--- src/rtl/one_addr_pkg.sv ---
// Shared constants for the one_addr feeder/detector pair: FSM encoding,
// width helper and counter widths.
package one_addr_pkg;

  localparam int STATE_W = 2;
  localparam logic [STATE_W-1:0] S_IDLE       = 2'd0;
  localparam logic [STATE_W-1:0] S_ISSUE      = 2'd1;
  localparam logic [STATE_W-1:0] S_WAIT_START = 2'd2;
  localparam logic [STATE_W-1:0] S_WAIT_DONE  = 2'd3;

  localparam int ZERO_CNT_W = 8;

  // Index width for n items, never narrower than one bit.
  function automatic int clog2w(input int n);
    return (n <= 2) ? 1 : $clog2(n);
  endfunction

  localparam int DEFAULT_N = 5;
  localparam int ADDR_W    = clog2w(DEFAULT_N);

endpackage

--- src/rtl/one_addr_fifo.sv ---
// Synchronous show-ahead FIFO; rdata always presents the head entry.
module one_addr_fifo
  import one_addr_pkg::*;
#(
  parameter int WIDTH = 5,
  parameter int DEPTH = 4
) (
  input  logic             clk,
  input  logic             rst_n,
  input  logic             push,
  input  logic             pop,
  input  logic [WIDTH-1:0] wdata,
  output logic [WIDTH-1:0] rdata,
  output logic             full,
  output logic             empty
);

  localparam int PTR_W = clog2w(DEPTH);
  localparam int CNT_W = PTR_W + 1;

  logic [WIDTH-1:0] mem_q [DEPTH];
  logic [PTR_W-1:0] wr_ptr_q, wr_ptr_d;
  logic [PTR_W-1:0] rd_ptr_q, rd_ptr_d;
  logic [CNT_W-1:0] count_q, count_d;
  logic             do_push, do_pop;

  assign full  = (count_q == CNT_W'(DEPTH));
  assign empty = (count_q == '0);
  assign rdata = mem_q[rd_ptr_q];

  always_comb begin
    do_pop   = pop && !empty;
    do_push  = push && (!full || do_pop);
    wr_ptr_d = wr_ptr_q;
    rd_ptr_d = rd_ptr_q;
    count_d  = count_q;
    // DEPTH is a power of two, so pointers wrap naturally.
    if (do_push) wr_ptr_d = wr_ptr_q + 1'b1;
    if (do_pop)  rd_ptr_d = rd_ptr_q + 1'b1;
    case ({do_push, do_pop})
      2'b10:   count_d = count_q + 1'b1;
      2'b01:   count_d = count_q - 1'b1;
      default: count_d = count_q;
    endcase
  end

  always_ff @(posedge clk or negedge rst_n) begin
    if (!rst_n) begin
      wr_ptr_q <= '0;
      rd_ptr_q <= '0;
      count_q  <= '0;
    end else begin
      wr_ptr_q <= wr_ptr_d;
      rd_ptr_q <= rd_ptr_d;
      count_q  <= count_d;
    end
  end

  always_ff @(posedge clk) begin
    if (do_push) mem_q[wr_ptr_q] <= wdata;
  end

endmodule

--- src/rtl/one_addr_feeder.sv ---
// Issue stage for one_addr_detect: buffers producer words and hands them
// to the detector one at a time, waiting for each to finish.
module one_addr_feeder
  import one_addr_pkg::*;
#(
  parameter int N       = 5,
  parameter int DEPTH   = 4,
  parameter int TIMEOUT = 16
) (
  input  logic                  clk,
  input  logic                  rst_n,
  input  logic [N-1:0]          in_data,
  input  logic                  in_vld,
  output logic                  in_rdy,
  output logic [N-1:0]          data,
  output logic                  vld_i,
  input  logic                  vld_o,
  output logic                  busy,
  output logic                  err,
  output logic [ZERO_CNT_W-1:0] zero_cnt
);

  localparam int TIMER_W = clog2w(TIMEOUT);
  localparam logic [TIMER_W-1:0] TIMER_LAST = TIMER_W'(TIMEOUT - 1);

  logic [STATE_W-1:0]    state_q, state_d;
  logic [N-1:0]          data_q, data_d;
  logic [TIMER_W-1:0]    timer_q, timer_d;
  logic                  err_q, err_d;
  logic [ZERO_CNT_W-1:0] zero_cnt_q, zero_cnt_d;

  logic                  accept;
  logic                  fifo_push, fifo_pop;
  logic                  fifo_full, fifo_empty;
  logic [N-1:0]          fifo_rdata;

  one_addr_fifo #(
    .WIDTH (N),
    .DEPTH (DEPTH)
  ) u_fifo (
    .clk   (clk),
    .rst_n (rst_n),
    .push  (fifo_push),
    .pop   (fifo_pop),
    .wdata (in_data),
    .rdata (fifo_rdata),
    .full  (fifo_full),
    .empty (fifo_empty)
  );

  // Ready depends only on registered occupancy.
  assign in_rdy   = !fifo_full;
  assign data     = data_q;
  assign vld_i    = (state_q == S_ISSUE);
  assign busy     = (state_q != S_IDLE);
  assign err      = err_q;
  assign zero_cnt = zero_cnt_q;

  always_comb begin
    accept     = in_vld && in_rdy;
    fifo_push  = accept && (in_data != '0);
    zero_cnt_d = zero_cnt_q;
    if (accept && (in_data == '0) && (zero_cnt_q != '1))
      zero_cnt_d = zero_cnt_q + 1'b1;

    state_d  = state_q;
    data_d   = data_q;
    timer_d  = timer_q;
    err_d    = 1'b0;
    fifo_pop = 1'b0;
    case (state_q)
      S_IDLE: begin
        if (!fifo_empty) begin
          fifo_pop = 1'b1;
          data_d   = fifo_rdata;
          state_d  = S_ISSUE;
        end
      end
      S_ISSUE: begin
        timer_d = '0;
        state_d = S_WAIT_START;
      end
      S_WAIT_START: begin
        if (vld_o) begin
          state_d = S_WAIT_DONE;
        end else if (timer_q == TIMER_LAST) begin
          err_d   = 1'b1;
          state_d = S_IDLE;
        end else begin
          timer_d = timer_q + 1'b1;
        end
      end
      S_WAIT_DONE: begin
        if (!vld_o) state_d = S_IDLE;
      end
      default: state_d = S_IDLE;
    endcase
  end

  always_ff @(posedge clk or negedge rst_n) begin
    if (!rst_n) begin
      state_q    <= S_IDLE;
      data_q     <= '0;
      timer_q    <= '0;
      err_q      <= 1'b0;
      zero_cnt_q <= '0;
    end else begin
      state_q    <= state_d;
      data_q     <= data_d;
      timer_q    <= timer_d;
      err_q      <= err_d;
      zero_cnt_q <= zero_cnt_d;
    end
  end

endmodule
--- config.mk ---
export PLATFORM = sky130hd
export DESIGN_NAME = one_addr_feeder
export DESIGN_NICKNAME = d
export VERILOG_FILES = /design/src/rtl/one_addr_pkg.sv /design/src/rtl/one_addr_fifo.sv /design/src/rtl/one_addr_feeder.sv
export SDC_FILE = /design/constraint.sdc
export NUM_CORES = 1
export LEC_CHECK = 0
export CAP_MARGIN = 40
export CORE_ASPECT_RATIO = 1.5
export CORE_UTILIZATION = 50
export DETAILED_ROUTE_END_ITERATION = 8
export MAX_ROUTING_LAYER = met4
export PLACE_DENSITY = 0.85
export SLEW_MARGIN = 10
export SYNTH_ARGS = -nofsm -noshare
export SYNTH_HDL_FRONTEND = slang
export SYNTH_HIERARCHICAL = 1
export SYNTH_SLANG_ARGS = --single-unit
--- constraint.sdc ---
create_clock -name clk -period 2.2 [get_ports clk]
set_input_delay 0.44 -clock clk [delete_from_list [all_inputs] [get_ports clk]]
set_output_delay 0.44 -clock clk [all_outputs]
set_load 0.05 [all_outputs]
[Yosys cells after proc, flatten, opt, wreduce, memory -nomap -nowiden]
Memories as Yosys holds them, arrays and structs flattened. A register that Yosys moved wholly into a read port is not among the register bits.
Cells that the tools add are included.
Cells by class
  $add $sub $neg: 6
  reductions and logical operators: 20
  equality and inequality tests: 13
  muxes and demuxes: 16
  bitwise operators: 1
Operators by type and width (count)
  8-bit by 1-bit adder with 8-bit output (second input constant): 1
  2-bit 2-to-1 mux: 4
  4-bit 2-to-1 mux: 2
  2-bit != test (second input constant): 4
  8-bit != test (second input constant): 1
  2-bit one-hot mux with 4 select lines: 1
  4-bit one-hot mux with 2 select lines: 1
  1-bit 2-to-1 mux: 7
  2-bit == test (second input constant): 3
  1-bit logical AND: 6
  3-bit one-hot mux with 2 select lines: 1
  3-bit AND reduction: 2
  2-bit nonzero test: 3
  5-bit zero test: 1
  5-bit nonzero test: 1
  2-bit by 1-bit adder with 2-bit output (second input constant): 2
  4-bit by 1-bit adder with 4-bit output (second input constant): 1
  2-bit by 1-bit == test with 1-bit output (second input constant): 2
  4-bit == test (second input constant): 1
  3-bit by 1-bit adder with 3-bit output (second input constant): 1
  3-bit == test (second input constant): 1
  1-bit zero test: 3
  3-bit zero test: 1
  3-bit != test (second input constant): 1
  5 further kinds: 5
Word-level totals
  RAM bits: 20
  register bits after elaboration: 22
  memories kept: 1
  logic and storage cells: 64
  output and inout port bits: 17
  input port bits: 9
Memories
  u_fifo.mem_q: depth 4, bits a word 5, rd ports 1, clocked after memory_dff 1, write ports 1, RTL line one_addr_fifo.sv:21  | logic [WIDTH-1:0] mem_q [DEPTH];

[Longest topological paths before layout]
Gate-level depths: netlist (run 1).
  word-level depth: 8
  gate-level depth with buffers: 12

[Cells and area by module]
Netlist (run 1), hierarchy kept.
By module, submodules not included
  one_addr_fifo: sequential area each 775.7 µm², cells each 65, times used 1, area an instance 1159.9 µm²
  one_addr_feeder: sequential area each 500.5 µm², cells each 99, times used 1, area an instance 1081.0 µm²

[Worst setup path before layout (run 1)]
Ideal clock, no wire load.
  path type: flip-flop to flip-flop
  start point: register state_q[0]
  end point: register u_fifo.count_q[2]
  arrival time: 2.543 ns
  clock period less this slack: 2.623 ns
  stages on the path, launching flop included: 12
  library setup time: 0.079 ns
  slack: -0.423 ns
  path through: dfrtp_1 -> inv_1 -> ha_1 -> inv_1 -> nor2_1 -> o31a_2 -> ha_1 -> inv_1 -> fa_1 -> xor2_1 -> nor2_1 -> xor2_1
Between the ends
  word-level cells in the longest chain between the ends: 7
  elaborated cells on any way between the ends: 9
Ends and longest elaborated chain
  from (decl): RTL line one_addr_feeder.sv:26  | logic [STATE_W-1:0] state_q, state_d;
  from (signal assigned): RTL line one_addr_feeder.sv:108  | state_q <= state_d;
  2-bit zero test *: RTL line one_addr_feeder.sv:71  | case (state_q)
  1-bit 2-to-1 mux *: RTL line one_addr_feeder.sv:71
  net fifo_pop: RTL line one_addr_feeder.sv:33  | logic fifo_push, fifo_pop;
  1-bit logical AND *: RTL line one_addr_fifo.sv:32  | do_pop = pop && !empty;
  net u_fifo.do_pop: RTL line one_addr_fifo.sv:25  | logic do_push, do_pop;
  1-bit logical OR: RTL line one_addr_fifo.sv:33  | do_push = push && (!full || do_pop);
  1-bit logical AND: RTL line one_addr_fifo.sv:33
  2-bit by 1-bit == test with 1-bit output / 2-bit == test (equally long branches): RTL line one_addr_fifo.sv:40  | case ({do_push, do_pop})
  3-bit one-hot mux with 2 select lines / 2-bit nonzero test (equally long branches)
  to (signal assigned): RTL line one_addr_fifo.sv:55  | count_q <= count_d;
  to (decl): RTL line one_addr_fifo.sv:24  | logic [CNT_W-1:0] count_q, count_d;
Mark *: on every way through the listed nets, which the timed path passes. The rest lies on a longest branch.
A chain may end at the register's enable or synchronous reset.

[Worst setup path in the final report (run 1)]
  start point: register u_fifo.count_q[0]
  end point: register u_fifo.count_q[2]
Between the ends
  elaborated cells on any way between the ends: 17
RTL lines
  3-bit == test *: RTL line one_addr_fifo.sv:27  | assign full = (count_q == CNT_W'(DEPTH));
  net fifo_full: RTL line one_addr_feeder.sv:34  | logic fifo_full, fifo_empty;
  1-bit zero test *: RTL line one_addr_feeder.sv:52  | assign in_rdy = !fifo_full;
  1-bit logical AND *: RTL line one_addr_feeder.sv:60  | accept = in_vld && in_rdy;
  1-bit logical AND *: RTL line one_addr_feeder.sv:61  | fifo_push = accept && (in_data != '0);
  net fifo_push: RTL line one_addr_feeder.sv:33
  1-bit logical AND *: RTL line one_addr_fifo.sv:33
  2-bit by 1-bit == test with 1-bit output / 2-bit == test (equally long branches): RTL line one_addr_fifo.sv:40
  3-bit one-hot mux with 2 select lines / 2-bit nonzero test (equally long branches)
Marked as above.

==> impl_metrics.toml, run 1 <==
[outcome]
status = "finished with violations"
failed_checks = "DRC, setup timing"

[global_route]
grt_max_degree = 28
globalRouteTotalUtil_pct = 22.03
grt_pass1_vias = 1675
antenna_found_initial = 0
grt_first_pass_wirelength_um = 7541
grt_overflow_total = 0

[synthesis]
synth_simple_gate_area_share_pct = 12.17
async_reset_ff_share_pct = 57.45
synth-main-ff-cell = "dfrtp_1"
synth_seq_area_share_pct = 56.95
synthAdderAreaFrac_pct = 7.594
synth_seq_cells = 47
synthXorXnorAreaFrac_pct = 3.518
synth_compound_area_share_pct = 7.203
synth_fp_nets = 186
ys_types = 46
synth.cell_area_um2 = 2241
synth_mux_area_share_pct = 9.659
syn_inst = 164
avgSynthCellArea_um2 = 13.66
synth_edf_count = 20
ys.warnings.count = 6
synth_top_family_by_area = "simple AND/OR/NAND/NOR gates"

[sta]
clock-skew-final_ns = 0.007527
maxSlewHeadroom_pct = 66.34
fin_crit_sh_pct = 100.1
max_freq_mhz = 454.0
finalSetupViolations = 1
maxSlewViolCount = 0
worst_hold_slack_ns = 0.4921
rsz0062_at_grt = "true"
hold_viol = 0
min_period_ns = 2.203
setup_slack_ns = -0.002730
tightest_slew_ns = 0.5034

[finish]
n_antenna_cell = 0
fin_area_um2 = 2861
area_growth_pct = 27.69
drive_gt1_share_pct = 32.26
final_util_pct = 66.83
layout.nets = 238
fill_cells = 327
final_cells = 263

[power_and_ir_drop]
power_mw = 3.781
p_int_mw = 2.277
pwr_density_cell_nw_per_um2 = 1321
p_leak_nw = 1.183
clockPowerShare_pct = 14.5
power_frac_comb_pct = 49.2
ir_drop_mv = 0.7123
power_frac_seq_pct = 36.2
p_sw_share_pct = 39.79
p_sw_mw = 1.505

[critical_path]
worstPathRequired_ns = 2.43
critPathLaunchType = "register"
critPathArrivalTime_ns = 2.44
worst_path_max_delay_cell = "or3b_4"
path_common_cell = "inv_2"
cp_cell_sequence = "or3b_4 > inv_2 > nand2b_4 > nor2_2 > o21a_4 > inv_2 > ha_4 > inv_2 > fa_2 > xor2_1 > nor2_1 > xor2_1"
worstSetupEndpointType = "register"
cp_slowest_stage_delay_ns = 0.41
path_max_fanout = 3
critPathKind = "register to register"

[clock_network]
clockRootBuffer = "clkbuf_8"
clk_path_buf_depth = 2
clock_latency_ns = 0.31
clkTransAtPathRegs_ns = 0.09
cts_buffers = 5
cts_hold_buf = 0
htreeDepth = 2
tritoncts = "built"
cts.sinks = 47

[die]
ios = 26
start_util_pct = 52.34
die_area_um2 = 4759
die_y_um = 83.99
core_um2 = 4282
die_w_um = 56.66
num_rows = 29

[detailed_routing]
vias_per_cell = 5.738
ant_nets = 0
wl_per_cell_um = 16.70
wirelength_um = 4391
drc = 2
drt_iter0_markers = 87
drtPass1Iterations = 6
vias = 1509

[flow_run]
drv_cap = 0

[placement]
io_buffers = 25
dp_hpwl_um = 3414
place_area_um2 = 2744
gp_congestion = 0.8249
dp_cells = 255

[worst_hold_path]
hold_class = "primary input to asynchronous set/reset pin"
-- final timing paths --
| check | depth (start not counted) | start | endpoint | slack [ns] |
|---|---|---|---|---|
| worst max-delay path | 12 | u_fifo/count_q[0] | u_fifo/count_q[2] | -0.003 |
| worst min-delay path | 2 | rst_n | data[0] | 0.49 |
| worst max register to register | 12 | u_fifo/count_q[0] | u_fifo/count_q[2] | -0.003 |
| worst min register to register | 1 | data[0] | data[0] | 0.53 |
| max in group asynchronous | 2 | rst_n | zero_cnt[7] | 1.45 |
| min in group clk | 1 | data[0] | data[0] | 0.53 |
-- metal layers --
metal | part of all wire [%] | GRT usage [%]
met3 | 3.0 | 4.186
met2 | 58 | 39.50
met5 | 0 | -
met1 | 35 | 21.68
met4 | 3.0 | 12.27
-- cells by family (layout without fill, tap and decap cells) --
kind of cell / count (synthesis) / count (layout)
buffers and inverters: 17 / 70
xor gates and xnor gates: 9 / 9
muxes: 14 / 14
DFF: 47 / 47
AOI/OAI and AO/OA: 21 / 21
adders and majority gates: 13 / 13
and+or+nand+nor: 43 / 43
-- stage by stage --
step           setup TNS, ns  worst slack, ns
6_report           -0.002730        -0.002730
5_1_grt              -0.1054          -0.1054
4_1_cts            -0.008897        -0.008897
3_5_place_dp          -3.363          -0.4970
3_3_place_gp          -2.105          -0.3857
2_1_floorplan        -0.1312          -0.1199
-- power by group through the flow --
stage	clock network (mW)	registers (mW)	logic (mW)
after floorplan	0	1.54	1.09
after global placement	0	1.35	1.72
after detailed placement	0	1.39	1.84
after CTS	0.569	1.37	1.87
after global routing	0.598	1.41	1.99
final	0.550	1.37	1.86
-- registers in the layout, summed over array words and instances (netlist names), 2 cells and up --
register and flops:
data 5, state_q 2, timer_q 4, u_fifo/count_q 3
u_fifo/mem_q 20, u_fifo/rd_ptr_q 2, u_fifo/wr_ptr_q 2, zero_cnt 8
-- synthesized netlist by cell type (2+ instances only) --
library cell / count / share of area (%)
dfrtp_1: 27 / 30
edfxtp_1: 20 / 27
inv_1: 15 / 2.5
ha_1: 12 / 6.7
nor2_1: 9 / 1.5
nand2_1: 6 / 1.0
a31oi_1: 5 / 1.4
mux2_2: 5 / 2.5
mux4_2: 5 / 5.0
xor2_1: 5 / 2.0
a21oi_1: 4 / 0.89
and2_2: 4 / 1.3
xnor2_1: 4 / 1.6
nand4_1: 3 / 0.84
nor3_2: 3 / 1.3
and4_1: 2 / 0.78
mux2_1: 2 / 1.0
nand2b_1: 2 / 0.56
nand3_1: 2 / 0.45
nor2b_1: 2 / 0.56
nor3_1: 2 / 0.45
-- what timing repair did --
item | 4_1_cts | 5_1_grt
hold endpoints to repair | 0 | 0
setup endpoints to repair | 2 | 1
cloned | 0 | 0
pin swaps | 5 | 1
buffers inserted | 0 | 0
gates resized for setup | 10 | 0
-- cell usage in the layout, fill, tap and decap left out, types with 5 or more instances in the layout --
master	count
a31oi_1	5
buf_4	25
clkbuf_8	5
clkdlybuf4s50_1	19
dfrtp_1	27
edfxtp_1	20
ha_1	10
inv_1	9
inv_2	5
mux2_2	5
mux4_2	5
nand2_1	6
nor2_1	7
xor2_1	5
-- worst max-delay path, delay by kind of cell (launching register included) --
kind | cells | cell delay [ns]
AOI/OAI and AO/OA | 1 | 0.12
xor gates and xnor gates | 2 | 0.31
adders and majority gates | 2 | 0.45
buffers and inverters | 3 | 0.16
DFF | 1 | 0.39
and+or+nand+nor | 4 | 0.70
-- area by class of cell --
cell class / count / area [µm²] / share of cell area (%)
sequential: 47 / 1276 / 44.60
clock inverter: 3 / 27.53 / 0.9620
clock buffer: 5 / 68.82 / 2.405
tap: 46 / 57.56 / 2.011
inverter: 15 / 60.06 / 2.099
timing repair buffer: 47 / 405.4 / 14.17
multi-input combinational: 100 / 965.9 / 33.76
(Power assumes the default switching activity.)
==> run 2: changes to the inputs <==
- TNS_END_PERCENT: not set -> 1
==> run 2 against run 1 <==
  * The flow still finishes with violations (DRC, setup timing)
  * Die area stayed put
  * Critical path depth stayed put
  * Count of clock-buffer cells in the layout stayed put
  * Routed wire length is 2.7% higher
  * Largest power group unchanged
==> impl_metrics.toml, run 2 (synthesized netlist as in run 1, its figures left out) <==
[detailed_routing]
drt_iter0_markers = 157
met1_length_um = 1584
vias = 1545
wl_met2_um = 2611
route.met3.wl_um = 178
vias_per_cell = 5.787
ant_nets = 0
drtPass1Iterations = 6
wl_per_cell_um = 16.89
drc = 4
wirelength_um = 4510
top_layer_used = "met4"

[finish]
drive_gt1_share_pct = 33.48
final_cell_mix = "buf_4 (29), dfrtp_1 (27), edfxtp_1 (20)"
largest_register_ff_count = 20
regMostFlops = "u_fifo/mem_q"
layout_commonest_cell = "buf_4"
layout.nets = 242
final_cells = 267
area_growth_pct = 28.92
multi_input_area_um2 = 965.9
fin_area_um2 = 2889
n_antenna_cell = 0
fill_cells = 302
seqCellArea_um2 = 1276

[clock_network]
cts_buffers = 5
tritoncts = "built"
clk_path_buf_depth = 2
clock_latency_ns = 0.30
cts.sinks = 47
clockRootBuffer = "clkbuf_8"
htreeDepth = 2
cts_hold_buf = 0
clkTransAtPathRegs_ns = 0.09

[global_route]
antenna_found_initial = 0
grt_overflow_total = 0
grt_first_pass_wirelength_um = 7790
globalRouteTotalUtil_pct = 21.91
grt_max_degree = 28
grt_pass1_vias = 1698

[critical_path]
path_common_cell = "xor2_1"
path_max_fanout = 2
cp_cell_sequence = "dlygate4sd2_1 > or3_4 > nor3_4 > nor2_2 > o21a_4 > inv_4 > ha_4 > inv_2 > fa_2 > xor2_1 > nor2_1 > xor2_1"
cp_slowest_stage_delay_ns = 0.41
critPathKind = "primary input to register"
critPathArrivalTime_ns = 2.50
critPathLaunchType = "primary input"
worstSetupEndpointType = "register"
worstPathRequired_ns = 2.42
worst_path_max_delay_cell = "or3_4"

[die]
ios = 26
die_w_um = 56.66
start_util_pct = 52.34
num_rows = 29
die_y_um = 83.99
core_um2 = 4282
die_area_um2 = 4759

[power_and_ir_drop]
p_int_mw = 2.299
power_frac_seq_pct = 36.1
pwr_density_cell_nw_per_um2 = 1313
power_frac_comb_pct = 50.2
p_leak_nw = 1.205
p_sw_share_pct = 39.37
ir_drop_mv = 0.8579
clockPowerShare_pct = 13.8
p_sw_mw = 1.493

[sta]
finalSetupViolations = 1
fin_crit_sh_pct = 103.9
rsz0062_at_grt = "true"
max_freq_mhz = 437.4
setup_slack_ns = -0.08622
clock-skew-final_ns = 0.005253
maxSlewViolCount = 0
min_period_ns = 2.286
tightest_slew_ns = 0.5152
hold_viol = 0
maxSlewHeadroom_pct = 65.55

[placement]
io_buffers = 25
dp_cells = 255
dp_hpwl_um = 3463
place_area_um2 = 2744
gp_congestion = 0.8367

[worst_hold_path]
hold_class = "primary input to asynchronous set/reset pin"

[outcome]
failed_checks = "DRC, setup timing"
status = "finished with violations"

[flow_run]
drv_cap = 0
-- run 2: cell type report --
class / count / area share, %
repair buffers: 51 / 15.07
flip-flops and latches: 47 / 44.17
multi-input cells: 100 / 33.43
clock buffers: 5 / 2.382
well taps: 46 / 1.992
clock inverters: 3 / 0.7796
inverters: 15 / 2.165
-- run 2: final timing paths --
| kind | endpoint | start | slack, ns | cells past startpoint |
|---|---|---|---|---|
| setup / recovery | u_fifo/count_q[2] | in_data[0] | -0.09 | 12 |
| hold reg to reg | data[1] | data[1] | 0.52 | 1 |
| hold / removal | data[3] | rst_n | 0.51 | 2 |
| setup reg to reg | u_fifo/count_q[2] | u_fifo/count_q[1] | -0.07 | 12 |
| max in group asynchronous | err | rst_n | 1.42 | 2 |
| min in group clk | data[1] | data[1] | 0.52 | 1 |
-- run 2: power by group through the flow --
stage,Sequential (mW),Clock (mW),Combinational (mW)
after global placement,1.36,0,1.71
after floorplan,1.54,0,1.09
after detailed placement,1.39,0,1.85
after CTS,1.37,0.540,1.89
final,1.37,0.522,1.90
after global routing,1.40,0.569,2.05
-- run 2: per-stage QoR --
stage | setup WS, ns | power (mW) | hold slack (ns) | TNS (ns) | utilization (%)
CTS | -0.04499 | 3.806 | 0.5280 | -0.04499 | 67.07
global placement | -0.4225 | 3.070 | 0.4973 | -2.105 | 64.09
floorplan | -0.1290 | 2.630 | 0.1444 | -0.1635 | -
global route | -0.1401 | 4.012 | 0.5386 | -0.1401 | 67.48
detailed placement | -0.5986 | 3.234 | 0.5025 | -3.699 | 64.09
finish | -0.08622 | 3.793 | 0.5147 | -0.08622 | 67.48
-- run 2: critical path: cells and delay by family --
family	cells	cell delay [ns]
and+or+nand+nor	4	0.82
adders and majority gates	2	0.45
buffers and inverters	3	0.34
xor gates and xnor gates	2	0.32
AOI/OAI and AO/OA	1	0.13
-- run 2: timing repair --
action,CTS,global route
setup buffers,2,2
pin swaps,5,4
resized for setup,12,1
setup endpoints to repair,2,1
-- run 2: metal layers --
layer  vias up  GRT usage [%]
li1        715              -
met1       773          22.14
met2        44          39.50
met3        13          4.961
met4         0          9.318
met5         -              -
==> run 3: changes to the inputs <==
- CAP_MARGIN: 40 -> not set
==> results of run 3 <==
Final layout, timing and power as in run 2 (identical DEF).
